[src/rtl/ex_flag_pkg.sv]
// Shared types and helpers for the execute-stage flag back end:
// condition codes, NZCV bit positions and the branch-condition evaluator.
package ex_flag_pkg;

  typedef enum logic [3:0] {
    COND_EQ = 4'd0,
    COND_NE = 4'd1,
    COND_HS = 4'd2,
    COND_LO = 4'd3,
    COND_MI = 4'd4,
    COND_PL = 4'd5,
    COND_VS = 4'd6,
    COND_VC = 4'd7,
    COND_HI = 4'd8,
    COND_LS = 4'd9,
    COND_GE = 4'd10,
    COND_LT = 4'd11,
    COND_GT = 4'd12,
    COND_LE = 4'd13,
    COND_AL = 4'd14,
    COND_NV = 4'd15
  } cond_e;

  localparam int FLAG_N = 3;
  localparam int FLAG_Z = 2;
  localparam int FLAG_C = 1;
  localparam int FLAG_V = 0;

  function automatic logic eval_cond(input cond_e cond, input logic [3:0] nzcv);
    logic n, z, c, v, res;
    n = nzcv[FLAG_N];
    z = nzcv[FLAG_Z];
    c = nzcv[FLAG_C];
    v = nzcv[FLAG_V];
    res = 1'b1;
    case (cond)
      COND_EQ: res = z;
      COND_NE: res = ~z;
      COND_HS: res = c;
      COND_LO: res = ~c;
      COND_MI: res = n;
      COND_PL: res = ~n;
      COND_VS: res = v;
      COND_VC: res = ~v;
      COND_HI: res = c & ~z;
      COND_LS: res = ~c | z;
      COND_GE: res = (n == v);
      COND_LT: res = (n != v);
      COND_GT: res = ~z & (n == v);
      COND_LE: res = z | (n != v);
      default: res = 1'b1;
    endcase
    return res;
  endfunction

endpackage

[src/rtl/ex_flag_stage_skid_buf.sv]
// Two-entry ready/valid buffer with flush. The head entry is its own register,
// so the output data holds its last value when the buffer drains empty.
module ex_skid_buf #(
  parameter int DATA_W = 8
) (
  input  logic              clk,
  input  logic              rst_n,
  input  logic              flush,
  input  logic              push_valid,
  output logic              push_ready,
  input  logic [DATA_W-1:0] push_data,
  output logic              pop_valid,
  input  logic              pop_ready,
  output logic [DATA_W-1:0] pop_data
);

  logic [DATA_W-1:0] head_q, spill_q;
  logic              head_vld_q, spill_vld_q;
  logic              push, pop;

  // spill is only ever occupied behind a valid head, so "spill free" means count < 2
  assign push_ready = ~spill_vld_q;
  assign pop_valid  = head_vld_q;
  assign pop_data   = head_q;

  assign push = push_valid & push_ready & ~flush;
  assign pop  = head_vld_q & pop_ready;

  always_ff @(posedge clk or negedge rst_n) begin
    if (!rst_n) begin
      head_q      <= '0;
      spill_q     <= '0;
      head_vld_q  <= 1'b0;
      spill_vld_q <= 1'b0;
    end else if (flush) begin
      head_vld_q  <= 1'b0;
      spill_vld_q <= 1'b0;
    end else if (pop) begin
      if (spill_vld_q) begin
        head_q      <= spill_q;
        spill_vld_q <= push;
        if (push) spill_q <= push_data;
      end else begin
        head_vld_q <= push;
        if (push) head_q <= push_data;
      end
    end else if (push) begin
      if (head_vld_q) begin
        spill_q     <= push_data;
        spill_vld_q <= 1'b1;
      end else begin
        head_q     <= push_data;
        head_vld_q <= 1'b1;
      end
    end
  end

endmodule

[src/rtl/ex_flag_stage.sv]
// Execute-stage back end: derives NZCV from the adder outputs, keeps the
// architectural flag register, resolves branch conditions and buffers results.
module ex_flag_stage
  import ex_flag_pkg::*;
#(
  parameter int WIDTH  = 64,
  parameter int DEST_W = 5
) (
  input  logic              clk,
  input  logic              rst_n,
  input  logic              flush,
  input  logic              in_valid,
  output logic              in_ready,
  input  logic [WIDTH-1:0]  in_sum,
  input  logic              in_overflow,
  input  logic              in_carry,
  input  logic              in_set_flags,
  input  logic              in_cond_check,
  input  logic [3:0]        in_cond,
  input  logic [DEST_W-1:0] in_dest,
  input  logic              in_reg_write,
  output logic              out_valid,
  input  logic              out_ready,
  output logic [WIDTH-1:0]  out_result,
  output logic [DEST_W-1:0] out_dest,
  output logic              out_reg_write,
  output logic              out_cond_true,
  output logic [3:0]        flags
);

  localparam int BUF_W = WIDTH + DEST_W + 2;

  logic [3:0]       flags_q;
  logic [3:0]       new_nzcv;
  logic             accept;
  logic             cond_true;
  logic [BUF_W-1:0] push_data, pop_data;

  assign accept = in_valid & in_ready & ~flush;

  always_comb begin
    new_nzcv         = 4'b0000;
    new_nzcv[FLAG_N] = in_sum[WIDTH-1];
    new_nzcv[FLAG_Z] = (in_sum == '0);
    new_nzcv[FLAG_C] = in_carry;
    new_nzcv[FLAG_V] = in_overflow;
  end

  // Evaluated against the pre-accept flag value, so an op never sees its own flags.
  assign cond_true = in_cond_check ? eval_cond(cond_e'(in_cond), flags_q) : 1'b1;

  always_ff @(posedge clk or negedge rst_n) begin
    if (!rst_n) begin
      flags_q <= 4'b0000;
    end else if (accept && in_set_flags) begin
      flags_q <= new_nzcv;
    end
  end

  assign flags     = flags_q;
  assign push_data = {in_sum, in_dest, in_reg_write, cond_true};

  ex_skid_buf #(
    .DATA_W(BUF_W)
  ) u_buf (
    .clk       (clk),
    .rst_n     (rst_n),
    .flush     (flush),
    .push_valid(in_valid),
    .push_ready(in_ready),
    .push_data (push_data),
    .pop_valid (out_valid),
    .pop_ready (out_ready),
    .pop_data  (pop_data)
  );

  assign {out_result, out_dest, out_reg_write, out_cond_true} = pop_data;

endmodule

[config.mk]
export PLATFORM = sky130hd
export DESIGN_NAME = ex_flag_stage
export DESIGN_NICKNAME = d
export VERILOG_FILES = /design/src/rtl/ex_flag_pkg.sv /design/src/rtl/ex_flag_stage_skid_buf.sv /design/src/rtl/ex_flag_stage.sv
export SDC_FILE = /design/constraint.sdc
export NUM_CORES = 1
export LEC_CHECK = 0
export CORE_UTILIZATION = 54
export CTS_CLUSTER_SIZE = 8
export DETAILED_ROUTE_END_ITERATION = 10
export PLACE_DENSITY = 0.94
export SYNTH_ARGS = -nofsm -noshare
export SYNTH_HDL_FRONTEND = slang
export SYNTH_SLANG_ARGS = --single-unit
[constraint.sdc]
create_clock -name clk -period 3 [get_ports clk]
set_clock_uncertainty 0.1 [all_clocks]
set_input_delay 0.3 -clock clk [delete_from_list [all_inputs] [get_ports clk]]
set_output_delay 0.3 -clock clk [all_outputs]
set_load 0.02 [all_outputs]
* After elaboration in Yosys (flattened, before gate mapping)
Cells that the tools add are included.
Storage, ports and cells: flip-flop bits (word level) 148, bits of input ports 83, output and inout port bits 77, logic and storage cells 69
Cells by class: equality and inequality tests 19, mux-type cells 20, bitwise logic cells 13, reductions and logical operators 12
Operator list (number):
- 71-bit 2-to-1 mux | 9
- 64-bit logical NOT | 1
- 4-bit == test (second input constant) | 6
- 4-bit by 3-bit == test with 1-bit output (second input constant) | 4
- 1-bit case mux with 14 select lines | 1
- 1-bit 2-to-1 mux | 10
- 4-bit by 2-bit == test with 1-bit output (second input constant) | 2
- 1-bit NOT | 6
- 2-bit nonzero test | 3
- 3-bit nonzero test | 2
- 1-bit AND | 5
- 5-bit AND reduction | 1
- 4-bit by 1-bit == test with 1-bit output (second input constant) | 1
- 4-bit logical NOT | 1
- 2-bit != test (second input constant) | 2
- 2-bit AND reduction | 2
- 4-bit AND reduction | 1
- 3-bit != test (second input constant) | 1
- 2-bit by 1-bit != test with 1-bit output (second input constant) | 1
- 1-bit OR | 2
- 1-bit == test | 1
- 1-bit logical AND | 1
- 1-bit != test | 1

* Logic depth before layout (Yosys ltp)
Gate-level depths: netlist (run 1).
depth in word-level cells 7, depth in mapped cells 7

* By module
A second synthesis (run 1) with hierarchy kept.
Unflattened totals: cells, all modules 441, area total of the unflattened synthesis 6772.7 um2
By module, submodules not included:
- ex_skid_buf | times used 1, cells an instance 390, area each 6343.6 um2, sequential area each 3603.5 um2
- ex_flag_stage | times used 1, cells an instance 51, area each 429.2 um2, sequential area each 100.1 um2

* Worst setup path before layout (run 1)
OpenSTA, ideal clock, no wires.
path kind register -> register, start register u_buf.spill_vld_q, end register u_buf.spill_q[10], setup time 0.125 ns, data arrival time 1.685 ns, path slack 1.090 ns, stages on the path, launching flop included 7, buffers on the path 2, clock period less this slack 1.910 ns, cell sequence dfrtp_1 -> inv_2 -> nand2_2 -> or4b_1 -> buf_6 -> buf_12 -> mux2_4
Between the ends: longest elaborated chain between the ends 5, elaborated cells on any way between the ends 7
RTL lines:
- start: declaration | RTL line ex_flag_stage_skid_buf.sv:18 | logic head_vld_q, spill_vld_q;
- start signal: assignment | RTL line ex_flag_stage_skid_buf.sv:41 | spill_vld_q <= push;
- 1-bit NOT * | RTL line ex_flag_stage_skid_buf.sv:22 | assign push_ready = ~spill_vld_q;
- named net in_ready | RTL line ex_flag_stage.sv:13 | output logic in_ready,
- 1-bit AND * (2 in series) | RTL line ex_flag_stage_skid_buf.sv:26 | assign push = push_valid & push_ready & ~flush;
- 2-bit != test (no line) / 2-bit nonzero test (equally long branches)
- 5-bit AND reduction (no line) *
- end signal: assignment | RTL line ex_flag_stage_skid_buf.sv:42 | if (push) spill_q <= push_data;
- end signal: assignment | RTL line ex_flag_stage_skid_buf.sv:49 | spill_q <= push_data;
- end: declaration | RTL line ex_flag_stage_skid_buf.sv:17 | logic [DATA_W-1:0] head_q, spill_q;
The timed path passes the listed nets; every way through them passes the cells marked *. A chain may end at the register's enable or synchronous reset.

* Worst setup path after layout (run 1)
start register u_buf.spill_vld_q, end register u_buf.spill_q[35]
Between the ends: longest elaborated chain between the ends 5, elaborated cells on any way between the ends 7
RTL lines (RTL line):
- 1-bit NOT | ex_flag_stage_skid_buf.sv:22
- 1-bit AND (2 in series) | ex_flag_stage_skid_buf.sv:26
- 2-bit != test (no line) / 2-bit nonzero test (equally long branches)
- 5-bit AND reduction (no line) *
Mark *: on every way between the ends. The rest lies on a longest branch, timed or not.

==> results.cfg, run 1 <==
[layout]
final_cells = 862
drive_above_1_share = 0.166
num-nets-final = 766
final_core_utilization = 0.744
final_common_cell = clkdlybuf4s50_1
area.growth.synth_to_final_pct = 33.0
n_fill_cell = 778
insertedDiodeCount = 0
layout.cells.most_common_list = 158 x clkdlybuf4s50_1, 148 x dfrtp_1, 73 x nor2_1, 73 x a21oi_1, 71 x mux2i_1

[critical_path]
critical_path.max_fanout = 72
critPathLaunchType = flop
endpoint_kind = flop
ff2ff_path_depth = 5
critPathRequiredTime_ns = 3.20
regToRegSetupSlack_ns = 0.93
crit_path_start = u_buf.spill_vld_q
setup.worst_path.class = flop to flop
worst-endpoint-arrival_ns = 2.26
worstReg2RegStart = u_buf.spill_vld_q
regToRegEndpoint = u_buf.spill_q[35]

[timing]
grt_setup_unrepaired = no
final.setup.tns_ns = 0
report.final.slew_viol_count = 0
final-setup-viol-count = 0
max_freq_mhz = 484
min_period_ns = 2.07
final_critical_path_share_of_the_clock_period = 0.689
slew_headroom = 0.605
holdWs_ns = 0.316
tightest_slew_ns = 0.592
finalHoldViolCount = 0

[clock_tree]
insertion_delay_ns = 0.42
cts_sinks = 148
postCtsSetupRepairBufs = 0
cts_hold_repair.buffers = 1
clock_tree_from_tritoncts = done
htree_levels = 4
clock-root-buffer = clkbuf_16
clk_pin_slew_ns = 0.06
cts_buffers = 17
clockBufferDepth = 2
ctsResizeCount = 0

[logic_synthesis]
syn_area_mm2 = 0.00678
syn_nets = 610
ys_warn_count = 0
postSynthAreaPerCell_um2 = 12.9
syn-instance-count = 527
synth_edf_count = 0
synth.yosys.seq_area_share = 0.546
synth_flop_cell = dfrtp_1
number_of_flip_flops_and_latches_in_the_synthesized_netlist = 148
distinct_cells_synth = 35
async_flop_share = 1.00
synth_area_leaders = dfrtp_1 55%, mux2_4 15%, mux2i_1 10%
synth_top_cell_area_share = 0.546
synth_area_leader_cell = dfrtp_1

[pwr]
comb_power_share = 0.264
switching_power_mw = 1.83
report.power.total_mw = 6.53
sw_frac_of_total = 0.280
power.static_leakage_nw = 4.42
cellInternalPower_mw = 4.70
cellPowerDensity_mw_per_mm2 = 724
pwr-share-seq = 0.428
power_frac_clock = 0.308
worst_ir_drop_vdd_v = 0.000442

[route]
detail_route.drc_violations = 0
drt-vias-per-instance = 5.60
detail_route.first_pass.iterations = 5
drt.antenna.violating_nets = 0
num_vias = 4831
wl_um = 16400
wl_per_cell_um = 19.1
initial_drc_count = 356

[global_route]
maximum_number_of_pins_on_one_net_before_global_route_repair = 93
grtUsageTotal = 0.262
first_global_vias = 4981
grt_remaining_overflow = 0
grt_pass1_wl_um = 25800
antenna_found_initial = 0

[floorplan]
fp.dieArea_mm2 = 0.0130
placementRows = 40
core-area_mm2 = 0.0121
die_height_um = 114
design.portCount = 160
floorplan.initialDensity = 0.560
die_outline_width_um = 114

[job]
maxcap_viol_count = 0

[placement]
detailed_place_hpwl_um = 11100
numPortBuffers = 159
post-place-cells = 831
place.gp.congestion = 0.825

[worst_hold_path]
hold_path_class = input port to asynchronous set/reset pin

[run_status]
status = complete, no violations
==> how the worst max path moves through the flow <==
stage,to,cells after the start
2_1_floorplan,u_buf.spill_q[10],6
3_3_place_gp,flags[2],5
3_5_place_dp,flags[2],5
4_1_cts,u_buf.pop_data[27],5
5_1_grt,u_buf.pop_data[27],5
6_report,u_buf.spill_q[35],5
==> logic make-up (layout without fill, tap and decap cells) <==
logic type / Yosys count / after routing / share of synthesized area
AOI/OAI and AO/OA: 85 / 85 / 0.0668
xor gates and xnor gates: 4 / 4 / 0.00517
buffers and inverters: 35 / 202 / 0.0412
DFF: 148 / 148 / 0.546
muxes: 145 / 145 / 0.265
and+or+nand+nor: 110 / 110 / 0.0751
==> per-stage QoR <==
stage	area [um^2]	worst slack, ns
after global routing	9010	0.829
after CTS	9010	0.954
after detailed placement	8440	0.632
after global placement	8440	0.669
final	9010	0.934
after floorplan	6780	1.09
==> area by class of cell <==
cell class	count	area, um^2	area share
flip-flops and latches	148	3700	0.411
multi-input cells	344	2820	0.313
repair buffers	168	1700	0.189
clock inverters	4	45.0	0.00500
well taps	168	210	0.0233
clock buffers	26	519	0.0576
inverters	4	15.0	0.00167
==> power groups by stage <==
stage / clock, mW / sequential, mW / combinational [mW]
after floorplan: 0 / 3.00 / 0.705
after global placement: 0 / 2.77 / 1.64
after detailed placement: 0 / 2.80 / 1.72
after CTS: 2.05 / 2.79 / 1.73
after global routing: 2.13 / 2.84 / 1.83
final: 2.01 / 2.80 / 1.72
==> worst max-delay path, stage by stage (launching register included) <==
cell,delay [ns]
dfrtp_1,0.46
inv_2,0.10
nand2_2,0.06
or4b_4,0.49
buf_12,0.24
mux2_4,0.39
==> synth_stat cells (all sizes together) (2+ instances only) <==
library cell / instances
dfrtp: 148
mux2: 74
a21oi: 73
nor2: 73
mux2i: 71
buf: 27
nor4: 17
nand2: 5
a211oi: 4
clkbuf: 4
inv: 4
nand4: 4
o21ai: 3
xnor2: 3
a31oi: 2
nor2b: 2
nor3b: 2
==> layer usage <==
layer  up-vias  global-route usage  part of all wire
met5         -                   0                 0
met4         0               0.103             0.018
met3        26              0.0648             0.057
met2       185               0.445              0.51
met1      2430               0.322              0.41
li1       2190                   -                 -
==> state kept, by name (all words and copies together), names as in the netlist <==
| signal | count |
|---|---|
| u_buf.spill_q | 71 |
| flags | 4 |
| u_buf.pop_valid | 1 |
| u_buf.pop_data | 71 |
| u_buf.spill_vld_q | 1 |
Note: power is estimated with default switching activity, not from simulation.
==> run 2: changes to the inputs <==
- CORE_UTILIZATION: 54 -> 45
- PLACE_DENSITY: 0.94 -> 0.84
- clock period: 3 -> 1.65 ns (I/O delays scaled with it)
==> run 2 against run 1 <==
  * Final cell count up 15%
  * Flip-flop and latch count unchanged
  * Total power up 97%
  * Clock-buffer cell count down 2
  * Sequential share of layout area down 6.4 points
  * Setup slack worse by 1.2 ns
  * Largest power group unchanged
  * Cell area up 18%
  * Combinational power up 110%
  * The run now ends with negative setup slack left
  * First-iteration DRC count down 20%
  * Largest cell class unchanged
==> results.cfg, run 2 (synthesized netlist as in run 1, its figures left out) <==
[timing]
grt_setup_unrepaired = yes
min_period_ns = 1.93
tightest_slew_ns = 0.461
finalHoldViolCount = 0
postLayoutSetupSlackWorst_ns = -0.275
holdWs_ns = 0.137
final-setup-viol-count = 142
final_critical_path_share_of_the_clock_period = 1.17
max_freq_mhz = 519
slew_headroom = 0.693
report.final.slew_viol_count = 0

[global_route]
grt.met3_usage = 0.0528
globalRouteMet2Util = 0.424
first_global_vias = 5692
grt_most_used_layer = met2
grt_remaining_overflow = 0
globalRouteMet1Util = 0.321
maximum_number_of_pins_on_one_net_before_global_route_repair = 47
antenna_found_initial = 0
grt_pass1_wl_um = 30600
grtUsageTotal = 0.254

[layout]
area.growth.synth_to_final_pct = 57.5
final_common_cell = dfrtp_1
drive_above_1_share = 0.401
final_core_utilization = 0.732
num-nets-final = 876
layout.cells.most_common_list = 147 x dfrtp_1, 87 x buf_4, 81 x clkdlybuf4s50_1
insertedDiodeCount = 0
final_cells = 990

[critical_path]
cp_cell_sequence = buf_6, or2_4, a211oi_4, buf_6, buf_12, clkbuf_16, nor2_2, a21oi_1
regToRegEndpoint = u_buf.pop_data[33]
critical_path.max_fanout = 7
critPathMaxStageDelay_ns = 0.40
ff2ff_path_depth = 8
endpoint_kind = flop
worst-endpoint-arrival_ns = 2.16
setup.worst_path.class = flop to flop
worstReg2RegStart = u_buf.spill_vld_q
regToRegSetupSlack_ns = -0.28
critPathLaunchType = flop
slowest_stage = dfrtp_1
critPathRequiredTime_ns = 1.89
timing.critical_path.mode_cell = buf_6
crit_path_start = u_buf.spill_vld_q

[pwr]
cellPowerDensity_mw_per_mm2 = 1210
worst_ir_drop_vdd_v = 0.000890
power.static_leakage_nw = 5.24

[floorplan]
floorplan.initialDensity = 0.465
die_height_um = 125
placementRows = 44
die_outline_width_um = 125
design.portCount = 160
core-area_mm2 = 0.0146
fp.dieArea_mm2 = 0.0156

[clock_tree]
clock_tree_from_tritoncts = done
htree_levels = 4
clockBufferDepth = 2
cts_sinks = 148
insertion_delay_ns = 0.42
clk_pin_slew_ns = 0.06
clock-root-buffer = clkbuf_16
cts_buffers = 17

[run_status]
failing_checks = negative setup slack
status = complete, but fails checks

[route]
wl_per_cell_um = 20.9
num_vias = 5466
detail_route.first_pass.iterations = 4
wl_um = 20700
detail_route.drc_violations = 0
drt.antenna.violating_nets = 0
drt-vias-per-instance = 5.52
initial_drc_count = 286

[placement]
post-place-cells = 939
numPortBuffers = 159
detailed_place_hpwl_um = 12700
place.gp.congestion = 0.873

[job]
maxcap_viol_count = 0

[worst_hold_path]
hold_path_class = input port to asynchronous set/reset pin
## run 2: cell types whose count changed in the layout (fill, tap and decap cells not counted), moves of 8 or more
cell,change
a21oi_2,+45
buf_4,+82
clkdlybuf4s50_1,-77
buf_12,+11
nor2_2,+8
dlygate4sd2_1,+69
a21oi_1,-47
nor2_4,+28
nor2_1,-36
## run 2: stage by stage
step / setup WS, ns / setup TNS [ns] / power, mW / area, um^2
final: -0.275 / -28.17 / 12.9 / 10700
after floorplan: -0.258 / -17.74 / 6.75 / 6830
after global routing: -0.328 / -33.93 / 13.4 / 10700
after detailed placement: -0.600 / -56.41 / 8.43 / 9230
after CTS: -0.240 / -27.61 / 12.5 / 10200
after global placement: -0.579 / -48.59 / 8.27 / 9230
## run 2: how the worst max path moves through the flow
stage,endpoint,depth (start not counted)
finish,u_buf.pop_data[33],8
global route,u_buf.pop_data[33],8
CTS,u_buf.pop_data[34],8
detailed placement,flags[2],6
global placement,flags[2],6
floorplan,u_buf.spill_q[10],6
## run 2: critical path: cells and delay by family, from the launching register on
| kind | cells | cell delay (ns) |
|---|---|---|
| AOI/OAI and AO/OA | 2 | 0.43 |
| buffers and inverters | 4 | 0.65 |
| DFF | 1 | 0.40 |
| and+or+nand+nor | 2 | 0.27 |
## run 2: power breakdown
part	internal, mW	leakage (nW)	switching [mW]
sequential	4.51	1.72	0.663
clock	2.62	0.308	1.51
combinational	1.93	3.21	1.65
total	9.06	5.24	3.82
## run 2: area by class of cell
cell class	count	area (um^2)
well taps	184	230
inverters	4	15.0
clock buffers	24	512
clock inverters	8	120
flip-flops and latches	148	3700
fillers	895	3910
repair buffers	278	2780
multi-input cells	344	3320
## run 2: per-layer routing
| metal | vias up | wire length [um] |
|---|---|---|
| li1 | 2421 | - |
| met4 | 0 | 603 |
| met5 | - | 0 |
| met2 | 207 | 10500 |
| met1 | 2795 | 8490 |
| met3 | 43 | 1120 |
## run 2: what timing repair did
action	CTS	global route
gates resized for setup	110	123
cloned	6	3
hold buffers	1	0
hold endpoints to repair	129	0
pin swaps	1	3
setup buffers	11	1
endpoints found under the setup margin	213	154
